**config.mk**
```make
export PLATFORM = sky130hd
export DESIGN_NAME = qspi_slave_xcvr_flat
export DESIGN_NICKNAME = d
export VERILOG_FILES = /design/src/rtl/qspi_slave_xcvr_if.sv /design/src/rtl/qspi_slave_xcvr.sv /design/src/flat_wrapper.sv
export SDC_FILE = /design/constraint.sdc
export NUM_CORES = 1
export LEC_CHECK = 0
export BUFFER_PORTS_ARGS = -buffer_cell sky130_fd_sc_hd__buf_4
export CAP_MARGIN = 20
export CORE_MARGIN = 2
export CORE_UTILIZATION = 48
export DETAILED_ROUTE_END_ITERATION = 16
export GPL_TIMING_DRIVEN = 0
export PLACE_DENSITY = 0.79
export RECOVER_POWER = 100
export SYNTH_ARGS = -nofsm -noshare
export SYNTH_HDL_FRONTEND = slang
export SYNTH_SLANG_ARGS = --single-unit
```
**constraint.sdc**
```tcl
create_clock -name CLK -period 1.73 [get_ports CLK]
set_clock_uncertainty 0.15 [all_clocks]
set_input_delay 0.2595 -clock CLK [delete_from_list [all_inputs] [get_ports CLK]]
set_output_delay 0.2595 -clock CLK [all_outputs]
set_load 0.05 [all_outputs]
```
**src/rtl/qspi_slave_xcvr_if.sv**
```systemverilog
// qspi_slave_xcvr_if
// Bundles the SPI pin-side signals (QCK, QSS, QD_IN, QD_OUT) and the
// byte-plus-strobe user side (rxdata/rxready, txdata/txready) of the
// multi-lane SPI slave transceiver.
//   slave  modport : seen by the transceiver itself
//   master modport : seen by whatever drives the SPI pins and consumes bytes
interface qspi_slave_xcvr_if #(
    parameter int DWIDTH = 2
);
    logic              QCK;
    logic              QSS;
    logic [DWIDTH-1:0] QD_IN;
    logic [DWIDTH-1:0] QD_OUT;
    logic [7:0]        rxdata;
    logic              rxready;
    logic [7:0]        txdata;
    logic              txready;

    modport slave (
        input  QCK, QSS, QD_IN, txdata,
        output QD_OUT, rxdata, rxready, txready
    );

    modport master (
        output QCK, QSS, QD_IN, txdata,
        input  QD_OUT, rxdata, rxready, txready
    );
endinterface

```
**src/rtl/qspi_slave_xcvr.sv**
```systemverilog
// qspi_slave_xcvr
// Single/dual/quad SPI mode-0 slave transceiver. All SPI pins are
// synchronised into CLK; a byte is 8/DWIDTH QCK cycles, MSB-first, with
// lane DWIDTH-1 carrying the more significant bit of each group.
// Ports:
//   CLK  : system clock, all outputs registered on its rising edge
//   RST  : asynchronous active-low reset
//   bus  : qspi_slave_xcvr_if.slave (QCK, QSS, QD_IN, QD_OUT,
//          rxdata, rxready, txdata, txready)
module qspi_slave_xcvr #(
    parameter int DWIDTH = 2
) (
    input  logic               CLK,
    input  logic               RST,
    qspi_slave_xcvr_if.slave   bus
);
    localparam int         BEATS     = 8 / DWIDTH;
    localparam logic [2:0] LAST_BEAT = 3'(BEATS - 1);

    // synchroniser chains and registered edge detects
    logic              qck_meta_r, qck_sync_r, qck_prev_r;
    logic              qss_meta_r, ss_sync_r, ss_prev_r;
    logic [DWIDTH-1:0] qd_meta_r, qd_sync_r;
    logic              rise_r, fall_r, sel_r;
    logic              ss_s;

    // receive path
    logic [2:0]        rx_cnt_r, rx_cnt_n;
    logic [7:0]        rx_shift_r, rx_shift_n, rx_assembled_s;
    logic [7:0]        rxdata_r, rxdata_n;
    logic              rxready_r, rxready_n;

    // transmit path
    logic [2:0]        tx_cnt_r, tx_cnt_n;
    logic [7:0]        tx_shift_r, tx_shift_n, tx_shifted_s;
    logic [DWIDTH-1:0] qd_out_r, qd_out_n;
    logic              txready_r, txready_n;

    assign ss_s = ss_sync_r;

    // Two-flop synchronisers plus a third QCK/QSS copy; edge pulses are
    // registered so every action sees them with the same fixed latency.
    always_ff @(posedge CLK or negedge RST) begin
        if (!RST) begin
            qck_meta_r <= 1'b0;
            qck_sync_r <= 1'b0;
            qck_prev_r <= 1'b0;
            qss_meta_r <= 1'b1;
            ss_sync_r  <= 1'b1;
            ss_prev_r  <= 1'b1;
            qd_meta_r  <= {DWIDTH{1'b0}};
            qd_sync_r  <= {DWIDTH{1'b0}};
            rise_r     <= 1'b0;
            fall_r     <= 1'b0;
            sel_r      <= 1'b0;
        end else begin
            qck_meta_r <= bus.QCK;
            qck_sync_r <= qck_meta_r;
            qck_prev_r <= qck_sync_r;
            qss_meta_r <= bus.QSS;
            ss_sync_r  <= qss_meta_r;
            ss_prev_r  <= ss_sync_r;
            qd_meta_r  <= bus.QD_IN;
            qd_sync_r  <= qd_meta_r;
            rise_r     <= qck_sync_r & ~qck_prev_r;
            fall_r     <= ~qck_sync_r & qck_prev_r;
            sel_r      <= ss_prev_r & ~ss_sync_r;
        end
    end

    // Receive next-state: shift lanes in on QCK rise, publish on the last beat.
    always_comb begin
        rx_cnt_n       = rx_cnt_r;
        rx_shift_n     = rx_shift_r;
        rxdata_n       = rxdata_r;
        rxready_n      = 1'b0;
        rx_assembled_s = {rx_shift_r[7-DWIDTH:0], qd_sync_r};
        if (ss_s) begin
            // deselected: any partial byte is dropped
            rx_cnt_n   = 3'd0;
            rx_shift_n = 8'h00;
        end else if (rise_r) begin
            if (rx_cnt_r == LAST_BEAT) begin
                rx_cnt_n   = 3'd0;
                rx_shift_n = 8'h00;
                rxdata_n   = rx_assembled_s;
                rxready_n  = 1'b1;
            end else begin
                rx_cnt_n   = rx_cnt_r + 3'd1;
                rx_shift_n = rx_assembled_s;
            end
        end else begin
            rx_cnt_n   = rx_cnt_r;
            rx_shift_n = rx_shift_r;
        end
    end

    // Transmit next-state: load on select, shift on QCK fall, reload at the
    // byte boundary so consecutive bytes follow without a gap.
    always_comb begin
        tx_cnt_n     = tx_cnt_r;
        tx_shift_n   = tx_shift_r;
        qd_out_n     = qd_out_r;
        txready_n    = 1'b0;
        tx_shifted_s = {tx_shift_r[7-DWIDTH:0], {DWIDTH{1'b0}}};
        if (ss_s) begin
            tx_cnt_n = 3'd0;
            qd_out_n = {DWIDTH{1'b0}};
        end else if (sel_r) begin
            tx_cnt_n   = 3'd0;
            tx_shift_n = bus.txdata;
            qd_out_n   = bus.txdata[7 -: DWIDTH];
            txready_n  = 1'b1;
        end else if (fall_r) begin
            if (tx_cnt_r == LAST_BEAT) begin
                tx_cnt_n   = 3'd0;
                tx_shift_n = bus.txdata;
                qd_out_n   = bus.txdata[7 -: DWIDTH];
                txready_n  = 1'b1;
            end else begin
                tx_cnt_n   = tx_cnt_r + 3'd1;
                tx_shift_n = tx_shifted_s;
                qd_out_n   = tx_shifted_s[7 -: DWIDTH];
            end
        end else begin
            tx_cnt_n   = tx_cnt_r;
            tx_shift_n = tx_shift_r;
        end
    end

    // Receive and transmit state registers.
    always_ff @(posedge CLK or negedge RST) begin
        if (!RST) begin
            rx_cnt_r   <= 3'd0;
            rx_shift_r <= 8'h00;
            rxdata_r   <= 8'h00;
            rxready_r  <= 1'b0;
            tx_cnt_r   <= 3'd0;
            tx_shift_r <= 8'h00;
            qd_out_r   <= {DWIDTH{1'b0}};
            txready_r  <= 1'b0;
        end else begin
            rx_cnt_r   <= rx_cnt_n;
            rx_shift_r <= rx_shift_n;
            rxdata_r   <= rxdata_n;
            rxready_r  <= rxready_n;
            tx_cnt_r   <= tx_cnt_n;
            tx_shift_r <= tx_shift_n;
            qd_out_r   <= qd_out_n;
            txready_r  <= txready_n;
        end
    end

    assign bus.QD_OUT  = qd_out_r;
    assign bus.rxdata  = rxdata_r;
    assign bus.rxready = rxready_r;
    assign bus.txready = txready_r;
endmodule

```
**src/flat_wrapper.sv**
```systemverilog
// flat-port wrapper written by rule: the top's interface ports become plain ports
module qspi_slave_xcvr_flat 
#(
    parameter int DWIDTH = 2
)
  (CLK, RST, bus_QCK, bus_QSS, bus_QD_IN, bus_txdata, bus_QD_OUT, bus_rxdata, bus_rxready, bus_txready);
  qspi_slave_xcvr_if #(.DWIDTH(DWIDTH)) bus_i ();
  input  logic CLK;
  input  logic RST;
  input wire logic [$bits(bus_i.QCK)-1:0] bus_QCK;
  input wire logic [$bits(bus_i.QSS)-1:0] bus_QSS;
  input wire logic [$bits(bus_i.QD_IN)-1:0] bus_QD_IN;
  input wire logic [$bits(bus_i.txdata)-1:0] bus_txdata;
  output wire logic [$bits(bus_i.QD_OUT)-1:0] bus_QD_OUT;
  output wire logic [$bits(bus_i.rxdata)-1:0] bus_rxdata;
  output wire logic [$bits(bus_i.rxready)-1:0] bus_rxready;
  output wire logic [$bits(bus_i.txready)-1:0] bus_txready;
  assign bus_i.QCK = bus_QCK;
  assign bus_i.QSS = bus_QSS;
  assign bus_i.QD_IN = bus_QD_IN;
  assign bus_i.txdata = bus_txdata;
  assign bus_QD_OUT = bus_i.QD_OUT;
  assign bus_rxdata = bus_i.rxdata;
  assign bus_rxready = bus_i.rxready;
  assign bus_txready = bus_i.txready;
  qspi_slave_xcvr #(.DWIDTH(DWIDTH)) u_core (.CLK(CLK), .RST(RST), .bus(bus_i));
endmodule
```
* Word level (Yosys, flattened, before mapping)
Index checks and enable logic that the tools add are counted.
W data, S select, Z words.
** Word-level totals
- Logic and storage cells :: 58
- Input bits :: 14
- Register bits :: 43
- Output and inout port bits :: 12
** Cells by class
- Add/sub/neg operators :: 2
- Bitwise gates (word level) :: 6
- Muxes and demuxes :: 24
- Reductions and logical operators :: 5
- Equal/unequal tests :: 2
** Operators by type and width (number)
- $mux W6 :: 6
- $mux W3 :: 7
- $mux W2 :: 4
- $mux W1 :: 7
- $add A3 B1 Y3 const B :: 2
- $eq A3 B2 Y1 const B :: 2
- $reduce_bool A2 Y1 :: 2
- $and A1 B1 Y1 :: 3
- $not A1 Y1 :: 3
- $reduce_and A3 Y1 :: 1
- $reduce_bool A3 Y1 :: 1
- $reduce_and A2 Y1 :: 1

* Depth between registers and ports, before layout
- Word-level depth :: 5
- Mapped depth :: 5
- Depth with buffers taken out :: 4

* Worst setup path before layout
No wires, ideal clock.
- Path kind :: register to register
- Start :: register u_core.ss_sync_r (netlist: u_core.ss_s)
- End :: register u_core.qd_out_r[0] (netlist: u_core.bus.QD_OUT[0])
- Data arrival time :: 1282 ps
- Slack :: 172 ps
- Period minus slack after synthesis :: 1558 ps
- Buffers on the path :: 1
- Cell stages (with the launch flop) :: 5
- Data required time :: 1454 ps
- Library setup time :: 126 ps
- Path through :: dfstp_2 buf_2 o21bai_2 a21oi_2 a221o_1
** Between the ends
- Cells in the longest elaborated chain, start to end :: 1
- Elaborated cells between the ends (all ways) :: 2
- Classes of those cells :: mux: 1; reduce/logical: 1
** RTL lines
- from (decl) :: RTL line qspi_slave_xcvr.sv:22 : logic qss_meta_r, ss_sync_r, ss_prev_r;
- from (signal assigned) :: RTL line qspi_slave_xcvr.sv:61 : ss_sync_r <= qss_meta_r;
- $reduce_bool A3 Y1 (no source line) or $mux W2 (tied branches)
- to (signal assigned) :: RTL line qspi_slave_xcvr.sv:140 : qd_out_r <= {DWIDTH{1'b0}};
- to (signal assigned) :: RTL line qspi_slave_xcvr.sv:149 : qd_out_r <= qd_out_n;
- to (decl) :: RTL line qspi_slave_xcvr.sv:36 : logic [DWIDTH-1:0] qd_out_r, qd_out_n;
Parallel ways exist; a longest one is shown, timed or not.
A chain may end at the register's enable or synchronous reset.

* Final worst setup path
- Start :: register u_core.tx_cnt_r[0]
- End :: register u_core.qd_out_r[0] (netlist: u_core.bus.QD_OUT[0])
** Between the ends
- Cells in the longest elaborated chain, start to end :: 5
** RTL lines
- from (decl) :: RTL line qspi_slave_xcvr.sv:34 : logic [2:0] tx_cnt_r, tx_cnt_n;
- from (signal assigned) :: RTL line qspi_slave_xcvr.sv:147 : tx_cnt_r <= tx_cnt_n;
- $eq A3 B2 Y1 :: RTL line qspi_slave_xcvr.sv:115 : if (tx_cnt_r == LAST_BEAT) begin
- $mux W2 :: RTL line qspi_slave_xcvr.sv:115
- $mux W2 :: RTL line qspi_slave_xcvr.sv:114 : end else if (fall_r) begin
- $mux W2 :: RTL line qspi_slave_xcvr.sv:109 : end else if (sel_r) begin
- $mux W2 :: RTL line qspi_slave_xcvr.sv:106 : if (ss_s) begin
Every way passes these cells. The select of a mux whose other input is x is not followed.

==> flow_summary.json <==
{
  "grt_max_degree": 44,
  "synthCells": 130,
  "fillers": 302,
  "timing.final.crit_share_pct": 94.6,
  "insertion_delay_ns": 0.35,
  "tightestPinTransition_ns": 1.01,
  "arrival_ns": 1.73,
  "portBuffers": 25,
  "rsz0062_at_grt": "false",
  "place_inst": 201,
  "via_per_inst": 5.16,
  "wl_mm": 2.78,
  "gp_congestion": 0.747,
  "critPathRequiredTime_ns": 1.82,
  "ys_seq_area_share_pct": 65.2,
  "clock-sinks": 43,
  "drive_gt1_share_pct": 28.3,
  "vdd_drop_max_uv": 562,
  "die_y_um": 62.7,
  "die_w_um": 62.7,
  "cts_made_buffers": 5,
  "ys_ff_latch": 43,
  "antennaDiodeCount": 0,
  "synth_area_um2": 1660,
  "io_pins": 26,
  "power_leakage_nw": 0.952,
  "grt_usage_pct": 16.0,
  "slew_violations": 0,
  "root_buffer": "clkbuf_4",
  "setup_viol": 0,
  "hold_viol": 0,
  "place_ws_ns": 0.00966,
  "max_cap_viol_count": 0,
  "antenna_found_initial": 0,
  "first_pass_iters": 4,
  "vias": 1131,
  "cts_buffer_depth": 2,
  "dieArea_um2": 3940,
  "relSlewSlack_pct": 32.6,
  "drc": 0,
  "fin_crit_ns": 1.64,
  "post-route-util_pct": 61.2,
  "status": "completed",
  "setup_tns_ns": 0,
  "start_util_pct": 49.6,
  "crit_type": "reg2reg",
  "rows": 21,
  "highest_layer": "met4",
  "hold_class": "in2reg",
  "syn_to_final_growth_pct": 23.3,
  "grt_pass1_wl_mm": 4.82,
  "clk_pin_slew_ns": 0.11,
  "hpwl_mm": 1.81,
  "htree_levels": 2,
  "route.met3.wl_um": 130,
  "powerDensity_nw_per_um2": 851,
  "globalRouteOverflowTotal": 0,
  "cts_tree": "done",
  "ys_types": 28,
  "design_area_um2": 2040,
  "crit_fanout": 9,
  "worst_setup_path_start_kind": "flip-flop",
  "wl_per_cell_um": 12.7,
  "fin_ws_ns": 0.0930,
  "syn_avg_cell_area_um2": 12.7,
  "grt_pass1_vias": 1102,
  "wl_met1_mm": 1.24,
  "syn-num-nets": 146,
  "placed_area_um2": 1900,
  "wl_met2_mm": 1.36,
  "max_freq_mhz": 611,
  "yosysWarningCount": 0,
  "drt_iter0_markers": 42,
  "final_nets": 188,
  "final_cells": 219,
  "core_um2": 3340,
  "ant_nets": 0,
  "cp-end-kind": "flip-flop"
}
cell type report:
type                    instances  area, um2  area share [%]
plain buffers                   6       27.5            1.35
clock buffers                   7       45.0            2.21
clock inverters                 1       5.00           0.245
inverters                       1       3.75           0.184
multi-input cells              79        551            27.0
flip-flops and latches         43       1080            52.9
well taps                      46       57.6            2.82
repair buffers                 36        273            13.4
layer usage:
metal  vias to the layer above  track usage (%)
li1                        545                -
met1                       548             19.2
met2                        31             26.3
met3                         7             5.41
met4                         0             6.67
met5                         -                0
cell usage in the layout, fill, tap and decap left out, types with 3 or more instances in the layout:
cell	netlist	final
nand2_1	3	3
nand2b_1	11	11
o21ai_0	4	4
buf_4	0	9
mux2_2	8	8
clkbuf_1	3	6
dfstp_2	3	3
nor2_1	4	4
clkbuf_4	0	10
nor2b_1	5	5
dlygate4sd3_1	0	9
a31oi_1	5	5
nand3_1	7	7
clkbuf_2	0	13
a21oi_1	12	12
dfrtp_1	40	40
per-stage QoR:
stage	total power, mW	hold WS (ns)
after detailed placement	1.28	0.126
after global placement	1.27	0.114
after CTS	1.77	0.00524
final	1.74	0.0182
after global routing	1.83	0.0240
after floorplan	1.21	-0.186
flip-flops by register name (all words and copies together), names as in the netlist, 2 cells and up:
signal / cells
u_core.bus.rxdata: 8
u_core.rx_shift_r: 6
u_core.tx_shift_r: 6
u_core.rx_cnt_r: 3
u_core.tx_cnt_r: 3
u_core.bus.QD_OUT: 2
u_core.qd_meta_r: 2
u_core.qd_sync_r: 2
synthesized netlist by cell type:
cell / instances / area [um2]
a22o_1: 2 / 17.5
a221o_1: 2 / 20.0
dfrtp_1: 40 / 1000
a21oi_2: 1 / 8.76
nor2_1: 4 / 15.0
nand3b_1: 2 / 15.0
nor3_4: 1 / 16.3
clkbuf_1: 3 / 11.3
a31oi_1: 5 / 31.3
a211oi_1: 1 / 7.51
mux2_2: 8 / 90.1
o21bai_2: 1 / 11.3
nand2b_1: 11 / 68.8
dfstp_2: 3 / 78.8
buf_2: 3 / 15.0
nor2b_1: 5 / 31.3
o21ba_2: 1 / 10.0
nor3_1: 2 / 10.0
and3_1: 2 / 12.5
nand3_1: 7 / 35.0
nor4b_1: 2 / 17.5
ha_1: 2 / 25.0
o21ai_0: 4 / 20.0
inv_1: 1 / 3.75
buf_1: 1 / 3.75
a21oi_1: 12 / 60.1
and3b_1: 1 / 8.76
nand2_1: 3 / 11.3
worst paths after layout:
check	from	to	slack (ns)	depth (start not counted)
setup reg to reg	u_core.tx_cnt_r[0]	u_core.bus.QD_OUT[0]	0.09	5
min in group asynchronous	RST	u_core.bus.rxdata[6]	0.44	2
hold / removal	bus_txdata[4]	u_core.tx_shift_r[4]	0.02	3
max in group asynchronous	RST	u_core.qd_meta_r[0]	0.36	2
hold reg to reg	u_core.qd_meta_r[1]	u_core.qd_sync_r[1]	0.21	0
setup / recovery	u_core.tx_cnt_r[0]	u_core.bus.QD_OUT[0]	0.09	5
power breakdown:
group	total, mW	leakage (nW)	switching (mW)	internal (mW)
clock network	0.461	0.0293	0.303	0.159
registers	1.09	0.555	0.0322	1.06
logic	0.184	0.367	0.101	0.0834
kinds of logic (layout without fill, tap and decap cells):
logic type	count (synthesis)	after routing	share of synthesized area, %
compound gates	29	29	11.3
flops	43	43	65.2
buf+inv	8	51	2.04
mux	8	8	5.44
simple gates	40	40	14.6
fa+ha+maj	2	2	1.51
what timing repair did:
action,4_1_cts,5_1_grt
endpoints found under the hold margin,48,0
endpoints found under the setup margin,1,10
hold buffers,9,0
resized for setup,1,1
buffers inserted,0,2
pin swaps,0,1
worst max-delay path: stages, from the launching register on:
cell and delay, ns:
dfrtp_1 0.42, ha_1 0.23, nand2b_1 0.07, clkbuf_4 0.18
a21oi_2 0.11, a221o_1 0.37
No activity file was read; power rests on OpenSTA's default activity.
